File: config.mk
export PLATFORM = sky130hd
export DESIGN_NAME = lsu
export DESIGN_NICKNAME = d
export VERILOG_FILES = /design/src/rtl/lsu.sv
export SDC_FILE = /design/constraint.sdc
export NUM_CORES = 1
export LEC_CHECK = 0
export CAP_MARGIN = 10
export CORE_UTILIZATION = 40
export CTS_CLUSTER_DIAMETER = 80
export DETAILED_ROUTE_END_ITERATION = 12
export GPL_TIMING_DRIVEN = 0
export PLACE_DENSITY = 0.76
export SYNTH_ARGS = -nofsm -noshare
export SYNTH_HDL_FRONTEND = slang
export SYNTH_SLANG_ARGS = --single-unit
File: constraint.sdc
create_clock -name clk -period 1.8 [get_ports clk]
set_input_delay 0.36 -clock clk [delete_from_list [all_inputs] [get_ports clk]]
set_output_delay 0.36 -clock clk [all_outputs]
set_load 0.005 [all_outputs]
File: src/rtl/lsu.sv
// Load/store unit: one outstanding access, lane shifting, load extension.
// Optional MISALIGN_TRAP_EN turns misaligned accesses into a trap pulse.
module lsu (
  input  logic        clk,
  input  logic        rst,
  input  logic        ex_valid,
  output logic        ex_ready,
  input  logic        ex_rw,
  input  logic [1:0]  ex_size,
  input  logic        ex_unsigned,
  input  logic [63:0] ex_addr,
  input  logic [63:0] ex_wdata,
  input  logic [4:0]  ex_rd,
  input  logic        flush,
  output logic        mem_valid,
  output logic        mem_rw,
  output logic [63:0] mem_addr,
  output logic [63:0] mem_wdata,
  output logic [7:0]  mem_wstrb,
  input  logic        mem_ready,
  input  logic        mem_rvalid,
  input  logic [63:0] mem_rdata,
  output logic        wb_valid,
  output logic [4:0]  wb_rd,
  output logic [63:0] wb_data,
  output logic        misalign
);

  typedef enum logic [2:0] {
    IDLE, REQ, WAIT, RESP, DRAIN
  } state_t;

  state_t      state_q;
  logic        mem_valid_q;
  logic        mem_rw_q;
  logic [63:0] mem_addr_q;
  logic [63:0] mem_wdata_q;
  logic [7:0]  mem_wstrb_q;
  logic        wb_valid_q;
  logic [4:0]  wb_rd_q;
  logic [63:0] wb_data_q;
  logic        misalign_q;
  logic [2:0]  off_q;
  logic [1:0]  size_q;
  logic        uns_q;

  logic        trap;
  logic [2:0]  off_d;
  logic [7:0]  strb_d;
  logic [63:0] wdata_d;
  logic [63:0] rsh;
  logic [63:0] fmt_d;

`ifdef MISALIGN_TRAP_EN
  logic mis;

  // Natural-alignment violation of the incoming request
  always_comb begin
    mis = 1'b0;
    unique case (ex_size)
      2'b01:   mis = ex_addr[0];
      2'b10:   mis = |ex_addr[1:0];
      2'b11:   mis = |ex_addr[2:0];
      default: mis = 1'b0;
    endcase
  end

  assign trap = mis;
`else
  assign trap = 1'b0;
`endif

  // Lane offset (aligned to size), byte strobes and shifted store data
  always_comb begin
    off_d  = ex_addr[2:0];
    strb_d = 8'h01;
    unique case (ex_size)
      2'b00: begin
        off_d  = ex_addr[2:0];
        strb_d = 8'h01;
      end
      2'b01: begin
        off_d  = {ex_addr[2:1], 1'b0};
        strb_d = 8'h03;
      end
      2'b10: begin
        off_d  = {ex_addr[2], 2'b00};
        strb_d = 8'h0F;
      end
      default: begin
        off_d  = 3'b000;
        strb_d = 8'hFF;
      end
    endcase
    strb_d  = strb_d << off_d;
    wdata_d = ex_wdata << {off_d, 3'b000};
  end

  // Shift the returned dword down and extend to the access size
  always_comb begin
    rsh   = mem_rdata >> {off_q, 3'b000};
    fmt_d = rsh;
    unique case (size_q)
      2'b00:
        fmt_d = uns_q ? {56'b0, rsh[7:0]}
                      : {{56{rsh[7]}}, rsh[7:0]};
      2'b01:
        fmt_d = uns_q ? {48'b0, rsh[15:0]}
                      : {{48{rsh[15]}}, rsh[15:0]};
      2'b10:
        fmt_d = uns_q ? {32'b0, rsh[31:0]}
                      : {{32{rsh[31]}}, rsh[31:0]};
      default:
        fmt_d = rsh;
    endcase
  end

  // Transaction FSM with registered mem/wb outputs
  always_ff @(posedge clk) begin
    if (rst) begin
      state_q     <= IDLE;
      mem_valid_q <= 1'b0;
      mem_rw_q    <= 1'b0;
      mem_addr_q  <= 64'b0;
      mem_wdata_q <= 64'b0;
      mem_wstrb_q <= 8'b0;
      wb_valid_q  <= 1'b0;
      wb_rd_q     <= 5'b0;
      wb_data_q   <= 64'b0;
      misalign_q  <= 1'b0;
      off_q       <= 3'b0;
      size_q      <= 2'b0;
      uns_q       <= 1'b0;
    end else begin
      misalign_q <= 1'b0;
      wb_valid_q <= 1'b0;
      unique case (state_q)
        IDLE: begin
          if (ex_valid && !flush) begin
            if (trap) begin
              misalign_q <= 1'b1;
            end else begin
              state_q     <= REQ;
              mem_valid_q <= 1'b1;
              mem_rw_q    <= ex_rw;
              mem_addr_q  <= {ex_addr[63:3], 3'b000};
              mem_wdata_q <= ex_rw ? wdata_d : 64'b0;
              mem_wstrb_q <= ex_rw ? strb_d : 8'b0;
              wb_rd_q     <= ex_rd;
              off_q       <= off_d;
              size_q      <= ex_size;
              uns_q       <= ex_unsigned;
            end
          end
        end
        REQ: begin
          if (mem_ready) begin
            mem_valid_q <= 1'b0;
            if (mem_rw_q)   state_q <= IDLE;
            else if (flush) state_q <= DRAIN;
            else            state_q <= WAIT;
          end else if (flush) begin
            mem_valid_q <= 1'b0;
            state_q     <= IDLE;
          end
        end
        WAIT: begin
          if (flush) begin
            state_q <= mem_rvalid ? IDLE : DRAIN;
          end else if (mem_rvalid) begin
            wb_data_q  <= fmt_d;
            wb_valid_q <= 1'b1;
            state_q    <= RESP;
          end
        end
        RESP: begin
          state_q <= IDLE;
        end
        DRAIN: begin
          if (mem_rvalid) state_q <= IDLE;
        end
        default: begin
          state_q <= IDLE;
        end
      endcase
    end
  end

  assign ex_ready  = (state_q == IDLE);
  assign mem_valid = mem_valid_q;
  assign mem_rw    = mem_rw_q;
  assign mem_addr  = mem_addr_q;
  assign mem_wdata = mem_wdata_q;
  assign mem_wstrb = mem_wstrb_q;
  assign wb_valid  = wb_valid_q & ~flush;
  assign wb_rd     = wb_rd_q;
  assign wb_data   = wb_data_q;
  assign misalign  = misalign_q;

endmodule
After elaboration in Yosys (flattened, before gate mapping)
Cells that the tools add are included.

storage, ports and cells
  bits of input ports = 207
  output and inout bits = 210
  logic and storage cells = 63
  register bits = 214

cells by class
  reduce and logical (&&, ||, !) cells = 11
  bitwise logic cells = 3
  mux-type cells = 23
  shift-type cells = 3
  equality and inequality tests = 11

operators by type and width
  kind                                                    count
  2-to-1 mux 64 bit                                       4
  one-hot mux 64 bit (3 select lines)                     1
  << shifter 64 x 6 -> 64 bit                             1
  right shift 64 x 6 -> 64 bit                            1
  2-to-1 mux 3 bit                                        9
  one-hot mux 8 bit (3 select lines)                      1
  one-hot mux 3 bit (4 select lines)                      1
  one-hot mux 3 bit (3 select lines)                      1
  2-to-1 mux 8 bit                                        1
  << shifter 8 x 3 -> 8 bit                               1
  inequality test 3 bit (second input constant)           2
  AND reduction 3 bit                                     2
  equality test 2 x 1 -> 1 bit (second input constant)    2
  equality test 2 bit (second input constant)             2
  zero test 2 bit                                         2
  2-to-1 mux 1 bit                                        4
  AND reduction 4 bit                                     1
  equality test 3 x 1 -> 1 bit (second input constant)    1
  equality test 3 x 2 -> 1 bit (second input constant)    1
  equality test 3 bit (second input constant)             1
  zero test 3 bit                                         1
  OR reduction 3 bit                                      1
  inequality test 2 x 1 -> 1 bit (second input constant)  1
  inequality test 2 bit (second input constant)           1
  7 further kinds                                         8

Logic depth before layout (Yosys ltp)
  depth after elaboration = 4
  depth in mapped cells = 8
  mapped depth without buffers = 5

Worst setup path after synthesis
No wires, ideal clock.

  kind = input to register
  start point = input port ex_size[0]
  end point = register mem_wdata_q[40] (netlist: mem_wdata[40])
  path slack = -0.139 ns
  cell stages on the path = 7
  data required time = 1.683 ns
  buffers on the path = 2
  data arrival time = 1.821 ns
  library setup time = 0.117 ns
  path through = clkbuf_1 > nor2b_1 > clkbuf_1 > mux2_2 > a221oi_1 > o21ai_0 > a32o_1

between the ends
  cells in the longest elaborated chain, start to end = 4
  elaborated cells on any way between the ends = 6
  classes of those cells = 2 x eq/ne; 1 x shift; 2 x mux; 1 x reduce/logical

RTL lines
  what                                               RTL line  RTL
  from (decl)                                        9         input logic [1:0] ex_size,
  equality test 2 bit, or another cell as far along  77        unique case (ex_size)
  one-hot mux 3 bit (3 select lines) (*)             77
  << shifter 64 x 6 -> 64 bit (*)                    96        wdata_d = ex_wdata << {off_d, 3'b000};
  2-to-1 mux 64 bit (*)                              147       mem_wdata_q <= ex_rw ? wdata_d : 64'b0;
  to (signal assigned)                               147
  to (decl)                                          37        logic [63:0] mem_wdata_q;

Mark *: on every way between the ends. The rest lies on a longest branch, timed or not.
A chain may end at the register's enable or synchronous reset.

Final worst setup path
  start point = register state_q[2]
  end point = register mem_wdata_q[7] (netlist: mem_wdata[7])

between the ends
  cells in the longest elaborated chain, start to end = 2

RTL lines
  what                           RTL line  RTL
  from (decl)                    33        state_t state_q;
  from (signal assigned)         169       state_q <= mem_rvalid ? IDLE : DRAIN;
  zero test 3 bit                137       unique case (state_q)
  AND reduction 2 bit (no line)  --

Every way passes these cells.

==> results_dict.tcl <==
set metrics [dict create \
    dr_pass1_iterations 5 \
    initial_antenna_violation_count 1 \
    std_cell_rows 61 \
    cts_root_buffer "sky130_fd_sc_hd__clkbuf_16" \
    max_slew_margin 0.4306 \
    deepest_clock_path_buffer_count 3 \
    final_min_period_over_clock_period 1.088 \
    yosysMostFrequentCell "sky130_fd_sc_hd__nand2_1" \
    grt_setup_unrepaired "yes" \
    totalNegativeSetupSlack_ns -7.257 \
    setup-violations-final 88 \
    nets 2068 \
    timing_worst_slew_pin_value_ns 0.8542 \
    top_level_ports 417 \
    cts_made_buffers 25 \
    port-buffer-count 410 \
    synth_top_area_frac 0.3749 \
    post_drt_wl_per_cell_um 25.11 \
    outcome "finished, violations left" \
    clock_tree.htree_level_count 1 \
    critical_path_start_type "flip-flop" \
    synthCells 1375 \
    core_um2 27930 \
    preCtsSetupSlack_ns -1.503 \
    post_synth_main_area_contributors "sky130_fd_sc_hd__dfxtp_1 37%, sky130_fd_sc_hd__nand2_1 10%, sky130_fd_sc_hd__mux4_2 6.3%" \
    postCtsHoldBufs 0 \
    place_congestion 1.012 \
    routed_wirelength_mm 56.66 \
    synth_seq_area_share 0.3749 \
    antenna_violating_nets_post_route 0 \
    synthDistinctLibCells 66 \
    tritoncts "yes" \
    period_needed_ns 1.959 \
    yosys_register_bits 214 \
    hold_viol 0 \
    p_total_w 0.01472 \
    synth-main-ff-cell "sky130_fd_sc_hd__dfxtp_1" \
    drv.max_cap_violation_count 0 \
    crit_fanout 6 \
    cts.reportedPaths.clkPinSlew_ns 0.06 \
    vdd_drop_max_mv 1.038 \
    setup.reg_to_reg.worst_slack_ns -0.16 \
    post-place-cells 2166 \
    max_freq_ghz 0.5106 \
    post_synthesis_mux_area_share 0.1557 \
    die_w_um 171.0 \
    violated_checks "negative setup slack" \
    grt_pass1_wl_mm 81.49 \
    grt_overflow 0 \
    clock_insertion_delay_worst_skew_ns 0.55 \
    synth.largest_area_cell "sky130_fd_sc_hd__dfxtp_1" \
    synth_top_family_by_area "compound AO/OA/AOI/OAI gates" \
    flow.area_growth_from_synthesis_pct 65.82 \
    synth-compound-area-share 0.2176 \
    critical_path_data_arrival_time_ns 2.44 \
    grt_start_max_net_pins 15 \
    dp_hpwl_mm 41.90 \
    synth_top_cells_by_count "305 x sky130_fd_sc_hd__nand2_1, 214 x sky130_fd_sc_hd__dfxtp_1, 125 x sky130_fd_sc_hd__a21oi_1" \
    dr.first_iter.drc_count 1265 \
    synth_area_um2 11430 \
    drc_errors 0 \
    timing.final.max_slew_violations 0 \
    power-per-cell-area_nw_per_um2 776.8 \
    rr_startpoint "state_q[2]" \
    first_global_vias 13120 \
    drive_above_1_share 0.2543 \
    hp-class "input pin to flip-flop" \
    synthSimpleGateAreaFrac 0.1967 \
    crit-reg2reg-capture "mem_wdata[7]" \
    worst-endpoint-required_ns 2.28 \
    whs_path_depth 4 \
    fp.dieArea_um2 29240 \
    vias_per_inst 5.941 \
    ys.warnings.count 0 \
    number_of_vias_in_the_routed_layout 13400 \
    die_h_um 171.0 \
    crit_path_end_kind "flip-flop" \
    finClkSkew_ns 0.01002 \
    fin_cells 2256 \
    yosys.area_share.xor_xnor 0 \
    floorplan.initialDensity 0.4090 \
    cts.sinks 214 \
    total_leakage_power_nw 7.886 \
    min_delay_worst_endpoint "mem_wdata[51]" \
    synth-edff-count 0 \
    timing.setup.critical_path_class "flip-flop to flip-flop" \
    grt_util_all_layers 0.3729 \
    asyncSetResetFlopFracSynth 0 \
    syn_avg_cell_area_um2 8.310 \
    worstRegToRegCells 8 \
    hold_path_startpoint "ex_addr[2]" \
    postLayoutSetupSlackWorst_ns -0.1586 \
    post_synth_fa_ha_maj_area_fraction 0 \
]
==> what timing repair did <==
action | in CTS | in global routing
pin swaps | 38 | 61
buffers inserted | 30 | 16
cloned | 6 | 4
resized for setup | 309 | 251
setup endpoints to repair | 264 | 264
==> routing by layer <==
metal,vias up,global-route usage,part of all wire
met2,895,0.5801,0.45
met3,176,0.09530,0.11
li1,5919,-,-
met4,0,0.1828,0.051
met1,6413,0.4786,0.39
met5,-,0,0
==> layout by cell type (no fill, tap or decap), types with 12 or more instances in the layout <==
cell type | synthesis | final
sky130_fd_sc_hd__a211oi_1 | 63 | 14
sky130_fd_sc_hd__a211oi_2 | 3 | 51
sky130_fd_sc_hd__a21oi_1 | 125 | 110
sky130_fd_sc_hd__a22oi_1 | 35 | 34
sky130_fd_sc_hd__buf_12 | 0 | 18
sky130_fd_sc_hd__buf_2 | 26 | 19
sky130_fd_sc_hd__buf_4 | 10 | 40
sky130_fd_sc_hd__buf_6 | 5 | 23
sky130_fd_sc_hd__clkbuf_1 | 78 | 17
sky130_fd_sc_hd__clkbuf_16 | 0 | 29
sky130_fd_sc_hd__clkbuf_2 | 0 | 35
sky130_fd_sc_hd__clkbuf_4 | 0 | 12
sky130_fd_sc_hd__clkdlybuf4s50_1 | 0 | 317
sky130_fd_sc_hd__dfxtp_1 | 214 | 184
sky130_fd_sc_hd__dfxtp_2 | 0 | 27
sky130_fd_sc_hd__dlygate4sd2_1 | 0 | 37
sky130_fd_sc_hd__dlymetal6s2s_1 | 0 | 54
sky130_fd_sc_hd__mux2_2 | 38 | 27
sky130_fd_sc_hd__mux2i_1 | 63 | 56
sky130_fd_sc_hd__mux4_2 | 32 | 32
sky130_fd_sc_hd__nand2_1 | 305 | 274
sky130_fd_sc_hd__nand2_2 | 0 | 21
sky130_fd_sc_hd__nor2_1 | 107 | 100
sky130_fd_sc_hd__o21ai_0 | 46 | 17
sky130_fd_sc_hd__o21ai_1 | 0 | 15
sky130_fd_sc_hd__o21ai_2 | 0 | 12
sky130_fd_sc_hd__o22ai_1 | 18 | 15
==> metrics by stage <==
stage               utilization  area, µm²  hold WS [ns]
floorplan                     -      11490        0.4482
global placement         0.5752      16070        0.4362
detailed placement       0.5752      16070        0.4429
CTS                      0.6455      18030        0.2475
global route             0.6782      18940        0.2824
finish                   0.6783      18950        0.2855
==> worst max-delay path: stages, from the launching register on <==
cell	delay (ns)
sky130_fd_sc_hd__dfxtp_2	0.32
sky130_fd_sc_hd__or4b_4	0.54
sky130_fd_sc_hd__or2_1	0.24
sky130_fd_sc_hd__buf_6	0.15
sky130_fd_sc_hd__nor3_4	0.21
sky130_fd_sc_hd__buf_6	0.14
sky130_fd_sc_hd__buf_16	0.10
sky130_fd_sc_hd__nand2_1	0.06
sky130_fd_sc_hd__a21oi_2	0.13
==> where the power goes <==
group	switching, W	total [W]	internal, W
clock	0.00222	0.00540	0.00317
combinational	0.00214	0.00406	0.00192
sequential	0.000200	0.00526	0.00506
total	0.00456	0.0147	0.0102
==> worst max-delay path by stage <==
stage                     startpoint            end  slack [ns]  cells past startpoint
after floorplan           ex_size[0]  mem_wdata[40]       -0.01                      7
after global placement    ex_size[1]  mem_wdata[21]       -1.58                      7
after detailed placement  ex_size[1]  mem_wdata[21]       -1.50                      7
after CTS                 state_q[2]   mem_wdata[4]       -0.12                      8
after global routing        off_q[1]    wb_data[36]       -0.22                      8
final                     state_q[2]   mem_wdata[7]       -0.16                      8
==> registers in the layout, indices dropped and copies added, names as in the netlist <==
| name | count |
|---|---|
| wb_rd | 5 |
| mem_valid | 1 |
| mem_addr | 61 |
| mem_wstrb | 8 |
| mem_wdata | 64 |
| uns_q | 1 |
| wb_data | 64 |
| off_q | 3 |
| size_q | 2 |
| wb_valid_q | 1 |
| mem_rw | 1 |
| state_q | 3 |
==> logic make-up after synthesis <==
kind of cell / after synthesis
buf+inv: 138
flops: 214
mux: 133
simple gates: 513
compound gates: 376
other cells: 1
==> cell type report <==
type / instances / area (µm²)
Antenna cell: 2 / 5.005
Timing Repair Buffer: 462 / 4825
Tap cell: 378 / 473.0
Clock buffer: 30 / 684.4
Buffer: 123 / 959.7
Multi-Input combinational cell: 1026 / 7460
Fill cell: 2349 / 8987
Clock inverter: 12 / 177.7
Sequential cell: 214 / 4329
Inverter: 9 / 33.78
Power figures use the tool's default switching activity.
